## src/rtl/lcd_timing_driver.sv

```systemverilog
// RGB-LCD timing generator: h/v counters, registered sync/DE/coordinate outputs, pixel bus gated by DE.
// Coordinates lead lcd_de by PIX_LAT cycles so a PIX_LAT-deep content pipeline lines up with the panel.
module lcd_timing_driver #(
    parameter int H_SYNC  = 41,
    parameter int H_BACK  = 2,
    parameter int H_DISP  = 480,
    parameter int H_FRONT = 2,
    parameter int V_SYNC  = 10,
    parameter int V_BACK  = 2,
    parameter int V_DISP  = 272,
    parameter int V_FRONT = 2,
    parameter int PIX_LAT = 2
) (
    input  logic        lcd_pclk,
    input  logic        rst,
    input  logic [23:0] pixel_data,
    output logic [10:0] pixel_xpos,
    output logic [10:0] pixel_ypos,
    output logic        lcd_hs,
    output logic        lcd_vs,
    output logic        lcd_de,
    output logic [23:0] lcd_rgb,
    output logic        lcd_bl,
    output logic        frame_start
);

    localparam int H_TOTAL = H_SYNC + H_BACK + H_DISP + H_FRONT;
    localparam int V_TOTAL = V_SYNC + V_BACK + V_DISP + V_FRONT;
    localparam int HA      = H_SYNC + H_BACK;
    localparam int VA      = V_SYNC + V_BACK;

    localparam logic [10:0] H_LAST    = 11'(H_TOTAL - 1);
    localparam logic [10:0] V_LAST    = 11'(V_TOTAL - 1);
    localparam logic [10:0] H_SYNC_C  = 11'(H_SYNC);
    localparam logic [10:0] V_SYNC_C  = 11'(V_SYNC);
    localparam logic [10:0] HA_C      = 11'(HA);
    localparam logic [10:0] HE_C      = 11'(HA + H_DISP);
    localparam logic [10:0] VA_C      = 11'(VA);
    localparam logic [10:0] VE_C      = 11'(VA + V_DISP);
    // Request window is evaluated on h+PIX_LAT (one extra bit) so a zero lower bound never arises.
    localparam logic [11:0] PIX_LAT_C = 12'(PIX_LAT);
    localparam logic [11:0] HA_W      = 12'(HA);
    localparam logic [11:0] HE_W      = 12'(HA + H_DISP);

    logic [10:0] h_cnt_q, h_cnt_d;
    logic [10:0] v_cnt_q, v_cnt_d;
    logic        hs_q, hs_d;
    logic        vs_q, vs_d;
    logic        de_q, de_d;
    logic [10:0] xpos_q, xpos_d;
    logic [10:0] ypos_q, ypos_d;
    logic        fs_q, fs_d;
    logic        bl_q;

    logic        h_wrap;
    logic        line_act;
    logic        req_win;
    logic [11:0] h_ahead;

    always_comb begin
        h_wrap   = (h_cnt_q == H_LAST);
        h_cnt_d  = h_wrap ? 11'd0 : h_cnt_q + 11'd1;
        v_cnt_d  = v_cnt_q;
        if (h_wrap) begin
            v_cnt_d = (v_cnt_q == V_LAST) ? 11'd0 : v_cnt_q + 11'd1;
        end

        line_act = (v_cnt_q >= VA_C) && (v_cnt_q < VE_C);
        h_ahead  = {1'b0, h_cnt_q} + PIX_LAT_C;
        req_win  = line_act && (h_ahead >= HA_W) && (h_ahead < HE_W);

        hs_d     = !(h_cnt_q < H_SYNC_C);
        vs_d     = !(v_cnt_q < V_SYNC_C);
        de_d     = (h_cnt_q >= HA_C) && (h_cnt_q < HE_C) && line_act;
        xpos_d   = req_win ? 11'(h_ahead - HA_W) : 11'd0;
        ypos_d   = line_act ? (v_cnt_q - VA_C) : 11'd0;
        fs_d     = (h_cnt_q == 11'd0) && (v_cnt_q == 11'd0);
    end

    // Reset aborts the frame outright; the first edge after release shows position (0,0).
    always_ff @(posedge lcd_pclk) begin
        if (rst) begin
            h_cnt_q <= 11'd0;
            v_cnt_q <= 11'd0;
            hs_q    <= 1'b1;
            vs_q    <= 1'b1;
            de_q    <= 1'b0;
            xpos_q  <= 11'd0;
            ypos_q  <= 11'd0;
            fs_q    <= 1'b0;
            bl_q    <= 1'b0;
        end else begin
            h_cnt_q <= h_cnt_d;
            v_cnt_q <= v_cnt_d;
            hs_q    <= hs_d;
            vs_q    <= vs_d;
            de_q    <= de_d;
            xpos_q  <= xpos_d;
            ypos_q  <= ypos_d;
            fs_q    <= fs_d;
            bl_q    <= 1'b1;
        end
    end

    assign pixel_xpos  = xpos_q;
    assign pixel_ypos  = ypos_q;
    assign lcd_hs      = hs_q;
    assign lcd_vs      = vs_q;
    assign lcd_de      = de_q;
    assign lcd_bl      = bl_q;
    assign frame_start = fs_q;
    assign lcd_rgb     = de_q ? pixel_data : 24'h0;

endmodule

```

## config.mk

```make
export PLATFORM = sky130hd
export DESIGN_NAME = lcd_timing_driver
export DESIGN_NICKNAME = d
export VERILOG_FILES = /design/src/rtl/lcd_timing_driver.sv
export SDC_FILE = /design/constraint.sdc
export NUM_CORES = 1
export LEC_CHECK = 0
export BUFFER_PORTS_ARGS = -buffer_cell sky130_fd_sc_hd__buf_2
export CORE_MARGIN = 8
export CORE_UTILIZATION = 40
export DETAILED_ROUTE_END_ITERATION = 12
export HOLD_SLACK_MARGIN = 0.05
export PLACE_DENSITY = 0.63
export SETUP_SLACK_MARGIN = 0.02
export SLEW_MARGIN = 20
export SYNTH_ARGS = -nofsm -noshare
export SYNTH_HDL_FRONTEND = slang
export SYNTH_SLANG_ARGS = --single-unit
export TNS_END_PERCENT = 1
```

## constraint.sdc

```tcl
create_clock -name lcd_pclk -period 2.5 [get_ports lcd_pclk]
set_clock_uncertainty 0.15 [all_clocks]
set_input_delay 0.125 -clock lcd_pclk [delete_from_list [all_inputs] [get_ports lcd_pclk]]
set_output_delay 0.125 -clock lcd_pclk [all_outputs]
set_load 0.02 [all_outputs]
```

==> results list, run 1 <==
- The flow ran to the end, and the final reports show no timing, DRC or antenna violations.
* Unrepaired setup endpoints after global routing: no
* Count of endpoints failing setup in the final report: 0
* Final weighted congestion in routability-driven placement: 0.840
* Final Hold Fails: 0
* Total power: 1.32 mW
- Final Cycle Share: 91.6%
- Layout overhead on the synthesized area: 20.6%
* Power Density: 417 nW/um^2
- The synthesized design contains 49 register bits.
* Total routing resource utilization after global routing: 12.8%
- Internal power component: 1.02 mW
- Post-synthesis simple-gate area fraction: 28.7%
- Data on the critical path is required at its endpoint by 2560 ps.
- Average instance area after synthesis: 8.49 um^2
- The critical path contains buffers and inverters numbering 0 combined.
- Final routed wire length divided by cell count: 13.6 um
* Slew at the pin closest to its max-slew limit: 501 ps
* Slowest CP cell: sky130_fd_sc_hd__or4_4
- Static timing analysis puts the maximum clock frequency at 437 MHz.
- In this run the worst path has a maximum fanout of 10.
* Async set-reset flop share out of synthesis: 0%
- Across the run, the number of max-cap violations was 0.
- Post-Syn Nets: 347
- Detail Route Antenna Nets: 0
- Most common library cell in the layout ignoring fill and taps: sky130_fd_sc_hd__buf_2
- Measured along the y axis, the die boundary spans 97.0 um.
* Number of antenna violations at the first check in global routing: 0
* Compound-Gate Fraction of Synth Area: 11.7%
- Number of vias after detailed routing: 2300
- The wire-length estimate of the detail-placed layout is 4860 um.
- For this configuration, the core starts out at a cell density of 41.3%.
- For the final routed database, the setup TNS stands at 0 ps.
* Critical-path cell list: nand2_2, or4_4, a211oi_4, nand3b_4, a221oi_2
* Count of cell types in the netlist: 46
- Net switching is 22.9% of the power.
- First-pass iteration count of the detailed router: 4
* Worst reg2reg setup slack: 210 ps
- The worst hold path belongs to the class flip-flop to flip-flop.
* Critical path startpoint: h_cnt_q[5]
- Timing endpoint of the critical path: pixel_xpos[8]
* Number of slew-limit violations in the final report: 0
* Core occupancy in the finished layout: 49.8%
- Leaving out fill and tap cells, the most frequent cells in the layout are sky130_fd_sc_hd__buf_2 (76), sky130_fd_sc_hd__nor2_1 (49), sky130_fd_sc_hd__dfxtp_1 (47).
- Vias per std cell: 5.01
- Total wire length: 6230 um
- 77 I/O pins were placed.
- Total number of nets in the final design: 421
- Register clock-pin slew on the reported worst setup and hold paths: 80 ps
- Mux share of post-synthesis cell area: 0%
- Summing all non-filler instances in the final layout gives an area of 3160 um^2.
- Kind of cell adding the most delay to the critical path: simple AND/OR/NAND/NOR gates
- Synth Instances: 309
* Sequential fraction of the synthesis area: 37.4%
- In this run, the number of DRC markers left after iteration 0 of detailed routing was 137.
- Count of placed standard cells in the final layout, fillers left out: 459
- Adder-cell share of the synthesized area: 5.72%
- Largest net degree at the start of global routing: 26
- Data arrival time of the critical path: 2350 ps
- Main combinational cell family by area after synthesis: simple AND/OR/NAND/NOR gates
- The endpoint identified for the worst register-to-register timing path is pixel_xpos[8].
- Number of buffers created by CTS: 5
- Launching element type of the critical path: flip-flop
- Largest stage delay on the critical path: 560 ps
* Latest clock arrival within the worst-skew pair: 300 ps
- Global routing finished with a remaining overflow of 0.
- Total number of placement rows: 29
- STA classifies the critical path endpoint as a flip-flop.
- Clock tree buffer depth: 2
* Clock root buffer master: sky130_fd_sc_hd__clkbuf_8
- The clock network accounts for 32.2% of the total power.
- Across the VDD grid, the largest voltage drop is 0.000173 V.
- The share of total power dissipated in sequential elements is 60.6%.
- The setup path with the least slack is of type flip-flop to flip-flop.
* Standard cell area after detailed placement: 3070 um^2
- Combinational cells account for 7.2% of the total power.
* H-tree depth reported by CTS: 2
* Std-Cell Core Area: 6350 um^2
- Summed over all nets, the switching power comes to 0.302 mW.
- Buffer count from post-CTS setup fixing: 0
- Number of cells in the design after placement: 452
- Number of warning messages in the yosys log: 0
- Counting cells, the worst reg-to-reg path comes to 5.
* Leakage: 1.45 nW
- Inserted Diodes: 0
- The number of global-route vias before repair is 2121.
- In the routed design, unresolved DRC markers number 0.
- During placement, the flow inserted port buffers numbering 76.
* Xor/xnor cell area share of the yosys netlist: 11.7%
* Ratio of cells with drive above 1 in the final layout: 28.3%
- Number of flops mapped to enable cells by yosys: 0
- Count of cell instances traversed by the critical path: 5
- Clock tree from TritonCTS: built
- R2r startpoint: h_cnt_q[5]
- The first global-routing pass estimated 10400 um of wire.
- Number of sinks on the clock net: 49
- The die covers 9410 um^2.
- Headroom to the max-slew limit came out at 66.4%.
- Top FF cell, synth: sky130_fd_sc_hd__dfxtp_1
- Die Span X: 97.0 um
- Summing every instance area after synthesis gives 2620 um^2.
- Final period demand of the worst path: 2290 ps
[state kept, by name (all words and copies together), names as in the netlist]
signal / flops
h_cnt_q: 11
pixel_xpos: 11
pixel_ypos: 11
v_cnt_q: 11
frame_start: 1
lcd_bl: 1
lcd_de: 1
lcd_hs: 1
lcd_vs: 1
[through the flow]
| stage | setup WS [ps] | hold slack [ps] |
|---|---|---|
| CTS | 53.4 | 383 |
| global route | 44.2 | 430 |
| finish | 210 | 375 |
| global placement | 116 | 267 |
| detailed placement | 64.1 | 262 |
| floorplan | 333 | 60.2 |
[power groups by stage]
stage	sequential (mW)	clock, mW	combinational (mW)
after floorplan	0.822	0	0.0480
after global placement	0.817	0	0.0929
after detailed placement	0.818	0	0.0942
after CTS	0.799	0.443	0.0963
after global routing	0.801	0.474	0.106
final	0.799	0.425	0.0953
[synthesized netlist by cell type (2+ instances only)]
library cell               number  area (um^2)
sky130_fd_sc_hd__a211oi_1       7         52.6
sky130_fd_sc_hd__a21bo_2        2         20.0
sky130_fd_sc_hd__a21oi_1        5         25.0
sky130_fd_sc_hd__a221oi_2       3         45.0
sky130_fd_sc_hd__a31o_2         2         17.5
sky130_fd_sc_hd__and2_1        26          163
sky130_fd_sc_hd__and3_1         3         18.8
sky130_fd_sc_hd__buf_2          4         20.0
sky130_fd_sc_hd__buf_4          3         22.5
sky130_fd_sc_hd__clkbuf_1       8         30.0
sky130_fd_sc_hd__dfxtp_1       49          981
sky130_fd_sc_hd__ha_1          12          150
sky130_fd_sc_hd__inv_1         11         41.3
sky130_fd_sc_hd__nand2_1       16         60.1
sky130_fd_sc_hd__nand3_1       13         65.1
sky130_fd_sc_hd__nand4_1        8         50.1
sky130_fd_sc_hd__nor2_1        49          184
sky130_fd_sc_hd__nor3_1        16         80.1
sky130_fd_sc_hd__nor4_1         5         31.3
sky130_fd_sc_hd__o211ai_1       2         15.0
sky130_fd_sc_hd__o21a_1         2         15.0
sky130_fd_sc_hd__o21ai_0        4         20.0
sky130_fd_sc_hd__o21ai_1        2         10.0
sky130_fd_sc_hd__or3_1          2         12.5
sky130_fd_sc_hd__xnor2_1       19          166
sky130_fd_sc_hd__xor2_1        16          140
[final cells by class]
type                            count  area (um^2)
Clock buffer                        5         68.8
Clock inverter                      1         5.00
Inverter                           11         41.3
Tap cell                           77         96.3
Multi-Input combinational cell    232         1530
Sequential cell                    49          983
Timing Repair Buffer               84          443
Fill cell                         619         3190
[layer usage]
metal	GRT usage [%]	vias to the layer above	share of wire, %
li1	-	1190	-
met4	4.38	0	1.2
met1	16.3	1018	48
met3	5.12	6	9.1
met5	0	-	0
met2	19.2	86	41
[what timing repair did]
action                                 CTS  global route
hold buffers                             1             0
setup endpoints to repair                0            10
resized for setup                        0             5
endpoints found under the hold margin    3             0
[worst min path at each step]
| stage | endpoint | cells past startpoint | slack, ps | startpoint |
|---|---|---|---|---|
| after floorplan | lcd_bl | 1 | 60 | rst |
| after global placement | lcd_bl | 2 | 270 | rst |
| after detailed placement | lcd_bl | 2 | 260 | rst |
| after CTS | pixel_ypos[2] | 1 | 380 | v_cnt_q[2] |
| after global routing | pixel_ypos[2] | 1 | 430 | v_cnt_q[2] |
| final | pixel_ypos[2] | 1 | 370 | v_cnt_q[2] |
[logic make-up after synthesis]
logic type                 count (synthesis)
xor gates and xnor gates                  35
other                                      1
and+or+nand+nor                          146
buffers and inverters                     28
DFF                                       49
AOI/OAI and AO/OA                         38
adders and majority gates                 12
Power figures use the tool's default switching activity.
==> inputs of run 2 (changes only) <==
Settings changed: ABC_CLOCK_PERIOD_IN_PS set to 1900, PLACE_DENSITY 0.63 to 0.66.
Clock period 2.5 ns to 1.9 ns, I/O delays scaled along.
==> run 2 against run 1 <==
Effect of this change:
- the flow now finishes with violations (negative setup slack)
- fmax increased by 16%
- utilization increased by 9.8 points
- clock-buffer cell count increased by 1
- flip-flop and latch count unchanged
- first-iteration DRC count increased by 15%
- final cell count increased by 12%
- combinational power increased by 79%
- highest routed layer unchanged
==> results list, run 2 (synthesis results as in run 1) <==
* Launching element type of the critical path: flip-flop
* First-pass GRT wire length: 11900 um
- Largest stage delay on the critical path: 500 ps
- The initial utilization of the core area, before any placement, comes to 41.3%.
* Number of cells on the worst reg-to-reg path: 6
- Once routing completed, OpenROAD measured the worst setup slack at -81.1 ps.
- Worst Path Max Fanout: 5
* Number of sinks on the clock net: 49
- Final Cycle Share: 104%
* Largest net degree at the start of global routing: 26
- Standard cell area after detailed placement: 3480 um^2
* Most frequent cells in the layout: sky130_fd_sc_hd__buf_2 (76), sky130_fd_sc_hd__buf_4 (54), sky130_fd_sc_hd__nor2_1 (47)
- Total number of placement rows: 29
* First-pass iteration count of the detailed router: 5
* HPWL after detailed placement: 5460 um
- Vias in the first global route: 2495
- Data arrival time of the critical path: 2050 ps
- Inserted Diodes: 0
- GRT Residual Overflow: 0
- Worst reg2reg setup slack: -80 ps
* Total number of nets in the final design: 475
- In this run the critical register-to-register path is launched from h_cnt_q[1].
- Cells with a size suffix above 1 make up 42.2% of the layout.
* Leakage: 1.83 nW
- Crit Path Category: flip-flop to flip-flop
- Chip height: 97.0 um
- Post-layout instance area: 3790 um^2
* Violations in the final reports: negative setup slack
- At the pin with the least slew margin, the transition time is 517 ps.
* Critical-path cell list: nand3_4, or4_4, a211oi_4, buf_6, nand3b_4, a221oi_2
* Timing endpoint of the critical path: pixel_xpos[8]
- The number of placed instances, taps included, is 502.
- Total power: 1.87 mW
- Count of placed standard cells in the final layout, fillers left out: 515
* Final routed DRC violation total: 0
- In this run the power density over the cells is 494 nW/um^2.
- Area of the die: 9410 um^2
- No sink is reached through more buffers than the 2 on the longest clock path.
* Total routing resource utilization after global routing: 14.8%
- Core occupancy in the finished layout: 59.6%
* Final period demand of the worst path: 1980 ps
* Final Hold Fails: 0
- Total wire length: 7260 um
- Std-Cell Core Area: 6350 um^2
- The detail route stage leaves a number of antenna-violating nets equal to 0.
- For this design, the slowest cell found on the critical path is sky130_fd_sc_hd__or4_4.
- I/O pin count: 77
* Die Span X: 97.0 um
- Most common library cell in the layout ignoring fill and taps: sky130_fd_sc_hd__buf_2
- For this block, the via count after detailed routing is 2605.
- Maximum Capacitance Violations: 0
* Pre-CTS setup slack: -189 ps
* Vias per std cell: 5.06
* Required time of the worst setup path: 1970 ps
* Latest clock arrival within the worst-skew pair: 300 ps
- Clock tree synthesis selected as its root buffer the cell sky130_fd_sc_hd__clkbuf_8.
* Kind of path behind the tightest hold check: primary input to output pin
- Fmax: 505 MHz
* Layout overhead on the synthesized area: 44.3%
- Largest voltage drop on the vdd net: 0.000275 V
* Final weighted congestion in routability-driven placement: 0.920
- TritonCTS built the clock tree.
* Critical path startpoint: h_cnt_q[1]
- Clock tree synthesis inserted a total of 5 buffers.
- In this run the tightest slew margin relative to its limit is 65.3%.
- Unrepaired setup endpoints after global routing: yes
* Final routed wire length divided by cell count: 14.1 um
- Reg-to-reg critical path endpoint: pixel_xpos[8]
- The flow ran to the end, but the final reports show violations.
- Along the worst hold path, the cell count comes to 3.
- Number of buffers inserted by port buffering: 76
- Number of slew-limit violations in the final report: 0
- Number of antenna violations at the first check in global routing: 0
- CP endpoint kind: flip-flop
- For this block, the initial DRC count from the detailed router was 158.
- Register clock-pin slew on the reported worst setup and hold paths: 90 ps
- Count of endpoints failing setup in the final report: 10
- H-tree depth reported by CTS: 2
## run 2: metrics by stage
| stage | TNS [ps] | hold WS (ps) |
|---|---|---|
| floorplan | -1160 | 30.2 |
| detailed placement | -1660 | 228 |
| global route | -1390 | 378 |
| global placement | -1130 | 215 |
| CTS | -411 | 371 |
| finish | -482 | 369 |
## run 2: repair_timing
item	in CTS	in global routing
endpoints found under the hold margin	4	0
gates resized for setup	23	10
hold buffers	1	0
cloned	2	0
endpoints found under the setup margin	23	19
pin swaps	8	4
setup buffers	2	0
## run 2: final cells by class
class                      instances  area [um^2]
inverter                          11         41.3
tap                               77         96.3
timing repair buffer             136          861
fill                             552         2560
clock buffer                       6         82.6
clock inverter                     2         13.8
sequential                        49          991
multi-input combinational        234         1700
## run 2: how the worst min path moves through the flow
stage,endpoint,from
after floorplan,lcd_bl,rst
after global placement,lcd_bl,rst
after detailed placement,lcd_bl,rst
after CTS,lcd_rgb[5],pixel_data[5]
after global routing,lcd_rgb[5],pixel_data[5]
final,lcd_rgb[10],pixel_data[10]
## run 2: metal layers
| metal | vias to the layer above | track usage (%) | wire, um |
|---|---|---|---|
| li1 | 1304 | - | - |
| met1 | 1182 | 17.9 | 3210 |
| met2 | 112 | 23.8 | 3290 |
| met3 | 7 | 5.12 | 691 |
| met4 | 0 | 5.09 | 79 |
| met5 | - | 0 | 0 |
## run 2: worst max-delay path: cells and delay by family, from the launching register on
family / cells / cell delay [ps]
simple gates: 3 / 700
compound gates: 2 / 480
flops: 1 / 410
buf+inv: 1 / 160
## run 2: where the power goes
group / switching [mW] / internal (mW)
clock: 0.352 / 0.296
combinational: 0.0823 / 0.0883
sequential: 0.0121 / 1.04
